**src/rtl/fetch_sequencer.sv**
```systemverilog
`default_nettype none
// ============================================================================
// Module   : fetch_sequencer
// Purpose  : RV32 instruction-fetch controller: owns the PC, keeps one imem
//            request in flight, buffers one instruction into IF/ID.
// Revision : 1.0 - initial release
// ============================================================================
module fetch_sequencer #(
    parameter int              XLEN     = 32,
    parameter logic [XLEN-1:0] RESET_PC = '0
) (
    input  logic            clk,
    input  logic            reset,
    output logic            imem_req_valid,
    input  logic            imem_req_ready,
    output logic [XLEN-1:0] imem_req_addr,
    input  logic            imem_rsp_valid,
    input  logic [31:0]     imem_rsp_data,
    input  logic            redirect_valid,
    input  logic [XLEN-1:0] redirect_target,
    input  logic            stall,
    output logic            if_valid,
    output logic [XLEN-1:0] if_pc,
    output logic [31:0]     if_instr,
    output logic            fault
);

    localparam logic [31:0] C_NOP = 32'h0000_0013;

    typedef enum logic [1:0] {
        S_FETCH = 2'd0,
        S_WAIT  = 2'd1,
        S_FAULT = 2'd2
    } state_e;

    state_e            state_q;
    logic [XLEN-1:0]   pc_q;
    logic              drop_q;
    logic              if_valid_q;
    logic [XLEN-1:0]   if_pc_q;
    logic [31:0]       if_instr_q;
    logic              fault_q;

    logic              w_consume;
    logic              w_req;
    logic              w_misaligned;
    logic [XLEN-1:0]   w_pc_inc;

    // A request only leaves when the output register will have room for its reply.
    always_comb begin
        w_consume    = if_valid_q && !stall;
        w_req        = (state_q == S_FETCH) && (!if_valid_q || !stall)
                       && !redirect_valid && !reset;
        w_misaligned = (redirect_target[1:0] != 2'b00);
        w_pc_inc     = pc_q + XLEN'(4);
    end

    always_ff @(posedge clk) begin
        if (reset) begin
            state_q    <= S_FETCH;
            pc_q       <= RESET_PC;
            drop_q     <= 1'b0;
            if_valid_q <= 1'b0;
            if_pc_q    <= RESET_PC;
            if_instr_q <= C_NOP;
            fault_q    <= 1'b0;
        end else if (state_q == S_FAULT) begin
            if_valid_q <= 1'b0;
            fault_q    <= 1'b1;
        end else if (redirect_valid) begin
            pc_q       <= redirect_target;
            if_valid_q <= 1'b0;
            if (w_misaligned) begin
                state_q <= S_FAULT;
                fault_q <= 1'b1;
                drop_q  <= 1'b0;
            end else if (state_q == S_WAIT) begin
                // The in-flight reply belongs to the old path and must never be loaded.
                if (imem_rsp_valid) begin
                    state_q <= S_FETCH;
                    drop_q  <= 1'b0;
                end else begin
                    drop_q  <= 1'b1;
                end
            end
        end else begin
            if (w_consume) begin
                if_valid_q <= 1'b0;
            end
            if (state_q == S_FETCH) begin
                if (w_req && imem_req_ready) begin
                    state_q <= S_WAIT;
                end
            end else if (imem_rsp_valid) begin
                state_q <= S_FETCH;
                if (drop_q) begin
                    drop_q <= 1'b0;
                end else begin
                    if_valid_q <= 1'b1;
                    if_pc_q    <= pc_q;
                    if_instr_q <= imem_rsp_data;
                    pc_q       <= w_pc_inc;
                end
            end
        end
    end

    assign imem_req_valid = w_req;
    assign imem_req_addr  = pc_q;
    assign if_valid       = if_valid_q;
    assign if_pc          = if_pc_q;
    assign if_instr       = if_instr_q;
    assign fault          = fault_q;

endmodule
`default_nettype wire

```
**config.mk**
```make
export PLATFORM = sky130hd
export DESIGN_NAME = fetch_sequencer
export DESIGN_NICKNAME = d
export VERILOG_FILES = /design/src/rtl/fetch_sequencer.sv
export SDC_FILE = /design/constraint.sdc
export NUM_CORES = 1
export LEC_CHECK = 0
export CAP_MARGIN = 20
export CORE_MARGIN = 10
export CORE_UTILIZATION = 45
export DETAILED_ROUTE_END_ITERATION = 8
export PLACE_DENSITY = 0.84
export REMOVE_ABC_BUFFERS = 1
export SYNTH_ARGS = -nofsm -noshare
export SYNTH_HDL_FRONTEND = slang
export SYNTH_SLANG_ARGS = --single-unit
```
**constraint.sdc**
```tcl
create_clock -name clk -period 3.1 [get_ports clk]
set_clock_uncertainty 0.2 [all_clocks]
set_input_delay 0.62 -clock clk [delete_from_list [all_inputs] [get_ports clk]]
set_output_delay 0.62 -clock clk [all_outputs]
set_load 0.03 [all_outputs]
```
After elaboration in Yosys (flattened, before gate mapping). Cells that the tools add are included.

Register bits: 101. Input bits: 70.

Add/sub/neg operators: 1. Eq/ne operators: 6. Mux-type cells: 23. Bitwise logic cells: 4. Reduce and logical (&&, ||, !) cells: 21.

Operators with widths (count): 32-bit two-way mux (4); 32-bit by 3-bit adder with 32-bit output (second input constant) (1); 1-bit two-way mux (13); 2-bit two-way mux (6); 4-bit AND reduction (2); 2-bit nonzero test (4); 1-bit logical AND (5); 5-bit AND reduction (1); 1-bit logical NOT (4); 2-bit inequality test (second input constant) (2); 1-bit NOT (4); 3-bit by 1-bit inequality test with 1-bit output (second input constant) (1); 3-bit by 2-bit inequality test with 1-bit output (second input constant) (1); 3-bit AND reduction (1); 3-bit OR reduction (1); 2-bit by 1-bit == test with 1-bit output (second input constant) (1); 2-bit == test (second input constant) (1); 2-bit logical NOT (1); 2-bit AND reduction (1); 1-bit logical OR (1).

Logic depth before layout (Yosys ltp).
Depth after elaboration: 9. Mapped depth: 8. Mapped depth without buffers: 6.

Least setup slack after synthesis. Ideal clock, no wire load.

Path type: input to output. Start point: in redirect_valid. End point: out imem_req_valid. Data arrival time: 1.746 ns. Required time: 2.280 ns. Setup slack: 0.534 ns. Stages on the path: 3. Path buffers: 1. Cell sequence: buf_2 or4_1 a21oi_1.

Word-level cells in the longest chain between the ends: 3.

Ends and longest elaborated chain: start, declared (RTL line 19) `input logic redirect_valid,`; 1-bit logical NOT (RTL line 53) `&& !redirect_valid && !reset;`; 1-bit logical AND (2 in a row) (RTL line 53); end, declared (RTL line 14) `output logic imem_req_valid,`.

No other way between the ends.

Final worst setup path. Ends and elaborated chain as after synthesis.

==> summary.md <==
| Metric | Value |
|---|---|
| Most frequent cells in the layout | `nand2_1 (169), clkdlybuf4s50_1 (166), dfxtp_1 (101)` |
| Worst path top cell family by delay | `buffers and inverters` |
| Hold WC Path Type | `flop to flop` |
| Yosys warnings | `0` |
| Clk sinks | `101` |
| Critical path class | `input pin to primary output` |
| TritonCTS clock tree | `done` |
| Chip width | `122 um` |
| Core Footprint | `10200 sq um` |
| Status | `completed` |
| Clock latency on the worst-skew pair | `0.36 ns` |
| Final Setup Violations | `0` |
| Synth Area in Adders | `less than 1%` |
| # diodes | `0` |
| Hold Slack | `about 0.26 ns` |
| Synth top area share | `43.5%` |
| Post-CTS setup buffer count | `0` |
| Largest family of logic cells by synthesized area | `simple AND/OR/NAND/NOR gates` |
| DRT Pass-1 Iters | `6` |
| Post-Syn Area | `about 4700 sq um` |
| Synth Area in Compound Gates | `between 20% and 30%` |
| DR WL/cell | `17.8 um` |
| Final critical-path share of the clock period | `around 92%` |
| PostCTS Resize Cnt | `0` |
| Initial Util | `45.7%` |
| Critical Path Sink Type | `primary output` |
| Gr usage total | `roughly 21%` |
| Clk buf depth | `2` |
| Detailed placer's ending HPWL | `about 12000 um` |
| Row cnt | `37` |
| Rel. slew slack | `about 25%` |
| Full die area | `about 15000 sq um` |
| Ports | `roughly 170` |
| WP data required | `2.28 ns` |
| Minimum clock period | `2.86 ns` |
| CTS H-Tree Depth | `3` |
| Post-synth top flop | `dfxtp_1` |
| Maxcap violations | `0` |
| Most common cell after layout, fill and taps aside | `nand2_1` |
| Mapped Cells | `just over 600` |
| Worst-path maximum fanout | `2` |
| Critical path buffer and inverter count | `2` |
| DRC | `0` |
| Port Buffers | `around 170` |
| Maximum clock rate | `about 350 MHz` |
| Hold Fails Final Rpt | `0` |
| VDD IR max | `between 0.2 and 0.3 mV` |
| First-pass GRT wire length | `25200 um` |
| Remaining Overflow, GRT | `0` |
| Clock Pin Slew Worst Setup and Hold Paths | `roughly 0.09 ns` |
| Worst setup SP type | `input pin` |
| Crit path cell chain | `clkdlybuf4s50_1 > or4_1 > a21oi_1 > buf_12` |
| CTS Hold Buffers Added | `0` |
| Layout cells sized above 1 | `about 5.6%` |
| Fill count | `877` |
| Largest net degree at the start of global routing | `51` |
| Multi-input logic area | `~2400 sq um` |
| Crit path DAT | `~2.0 ns` |
| Via count | `about 5000` |
| Mean Syn Cell Area | `around 7.6 sq um` |
| Critical path's slowest cell | `or4_1` |
| RSZ-0062 raised after global routing | `no` |
| Num CTS Buffers | `9` |
| Pwr dens | `about 410 nW/um^2` |
| Final setup TNS | `0 ns` |
| Antenna violations before repair | `0` |
| Seq. cell area | `~2000 sq um` |
| Final wirelength | `around 16000 um` |
| Least-Margin Pin Slew | `1.12 ns` |
| FF+latch count, synth | `101` |
| Leakage | `roughly 2.3 nW` |
| Inst Count DP | `between 800 and 900` |
| Unique masters post-synth | `between 50 and 60` |
| Via/cell ratio | `5.60` |
| DR iter-0 viols | `approximately 440` |
| Synth-to-Final Area Change | `42.9%` |
| Vias in the first global route | `approximately 4800` |
| CTS Root Cell | `clkbuf_8` |
| Routability congestion estimate | `0.855` |
| Post-route ant nets | `0` |
| Simple-gate share of the synthesized area | `between 20% and 30%` |
| Critical path's largest stage delay | `between 0.5 and 0.6 ns` |
| Post-synth EDFFs | `0` |
| Finished Layout Cells | `900` |
| Synth area leaders | `dfxtp_1 (43%), nand2_1 (14%), a21oi_1 (9.6%)` |
| Area leader, netlist | `dfxtp_1` |
| Xor and xnor fraction of the mapped netlist area | `0.753%` |
| Die Ht | `roughly 120 um` |
| Register area share after synthesis | `43.5%` |
| Final slew viol count | `0` |
| # nets final | `831` |
| Ys async rst share | `0%` |
| Post-synthesis mux area share | `less than 1%` |
[cell type report]
type | count | share of cell area [%]
Clock inverter | 6 | 1.32
Tap cell | 136 | 2.56
Sequential cell | 101 | 30.4
Timing Repair Buffer | 182 | 27.0
Inverter | 11 | 0.621
Multi-Input combinational cell | 455 | 36.2
Clock buffer | 9 | 1.86
[worst paths after layout]
check	from	endpoint	slack, ns	cells after the start
worst max register to register	state_q[0]	imem_req_addr[26]	0.51	6
worst max-delay path	redirect_valid	imem_req_valid	0.24	4
worst min register to register	if_pc[18]	if_pc[18]	0.26	2
worst min-delay path	if_pc[18]	if_pc[18]	0.26	2
[through the flow]
step	util [%]	worst slack, ns	power (W)	cell area [sq um]
finish	65.3	0.243	0.00276	6650
global route	65.3	0.0483	0.00287	6650
CTS	65.3	0.248	0.00278	6650
detailed placement	63.2	-0.00283	0.00187	6440
global placement	63.2	0.0875	0.00186	6440
floorplan	-	-0.437	0.00160	4460
[kinds of logic after synthesis]
family	count (synthesis)
DFF	101
muxes	3
buffers and inverters	59
xor gates and xnor gates	4
adders and majority gates	1
and+or+nand+nor	274
AOI/OAI and AO/OA	173
[cell usage after synthesis, types with 3 or more instances]
cell      instances
a221oi_1          4
o21ai_0          30
nand2b_1          3
and4_1            3
a21oi_1          89
nor4_1            5
o211ai_1          3
nor3_1            9
nand3b_1          4
clkbuf_1         25
and2_1            8
inv_1            11
o311ai_0          7
buf_2            12
a22oi_1           3
a31oi_1          15
nand3_1          18
and3_1            4
dfxtp_1         101
buf_1             9
nor2_1           20
mux2i_1           3
a211oi_1          3
nand2_1         169
a21o_1            3
nand4_1          11
[state kept, by name, indices dropped and copies added (netlist names)]
name,flops
if_instr,32
if_pc,32
state_q,2
if_valid,1
drop_q,1
imem_req_addr,32
fault,1
[power breakdown]
| part | switching (W) | total, W | leakage [nW] | internal, W |
|---|---|---|---|---|
| combinational | 0.000231 | 0.000437 | 1.35 | 0.000206 |
| clock | 0.000463 | 0.000915 | 0.109 | 0.000452 |
| sequential | 0.0000702 | 0.00141 | 0.820 | 0.00134 |
[worst reg2reg max path: stages (launching register included)]
cell and delay (ns):
dfxtp_1 0.74, nand2b_1 0.48, nand2_1 0.21, nor2_1 0.43, buf_4 0.25, nand2_1 0.07, o311ai_0 0.09
[layer usage]
layer	vias up	global-route usage, %	part of all wire, %
li1	2443	-	-
met3	29	4.39	8.2
met5	-	0	0
met4	0	8.87	2.1
met2	227	33.9	48
met1	2343	25.7	42
No activity file was read; power rests on OpenSTA's default activity.
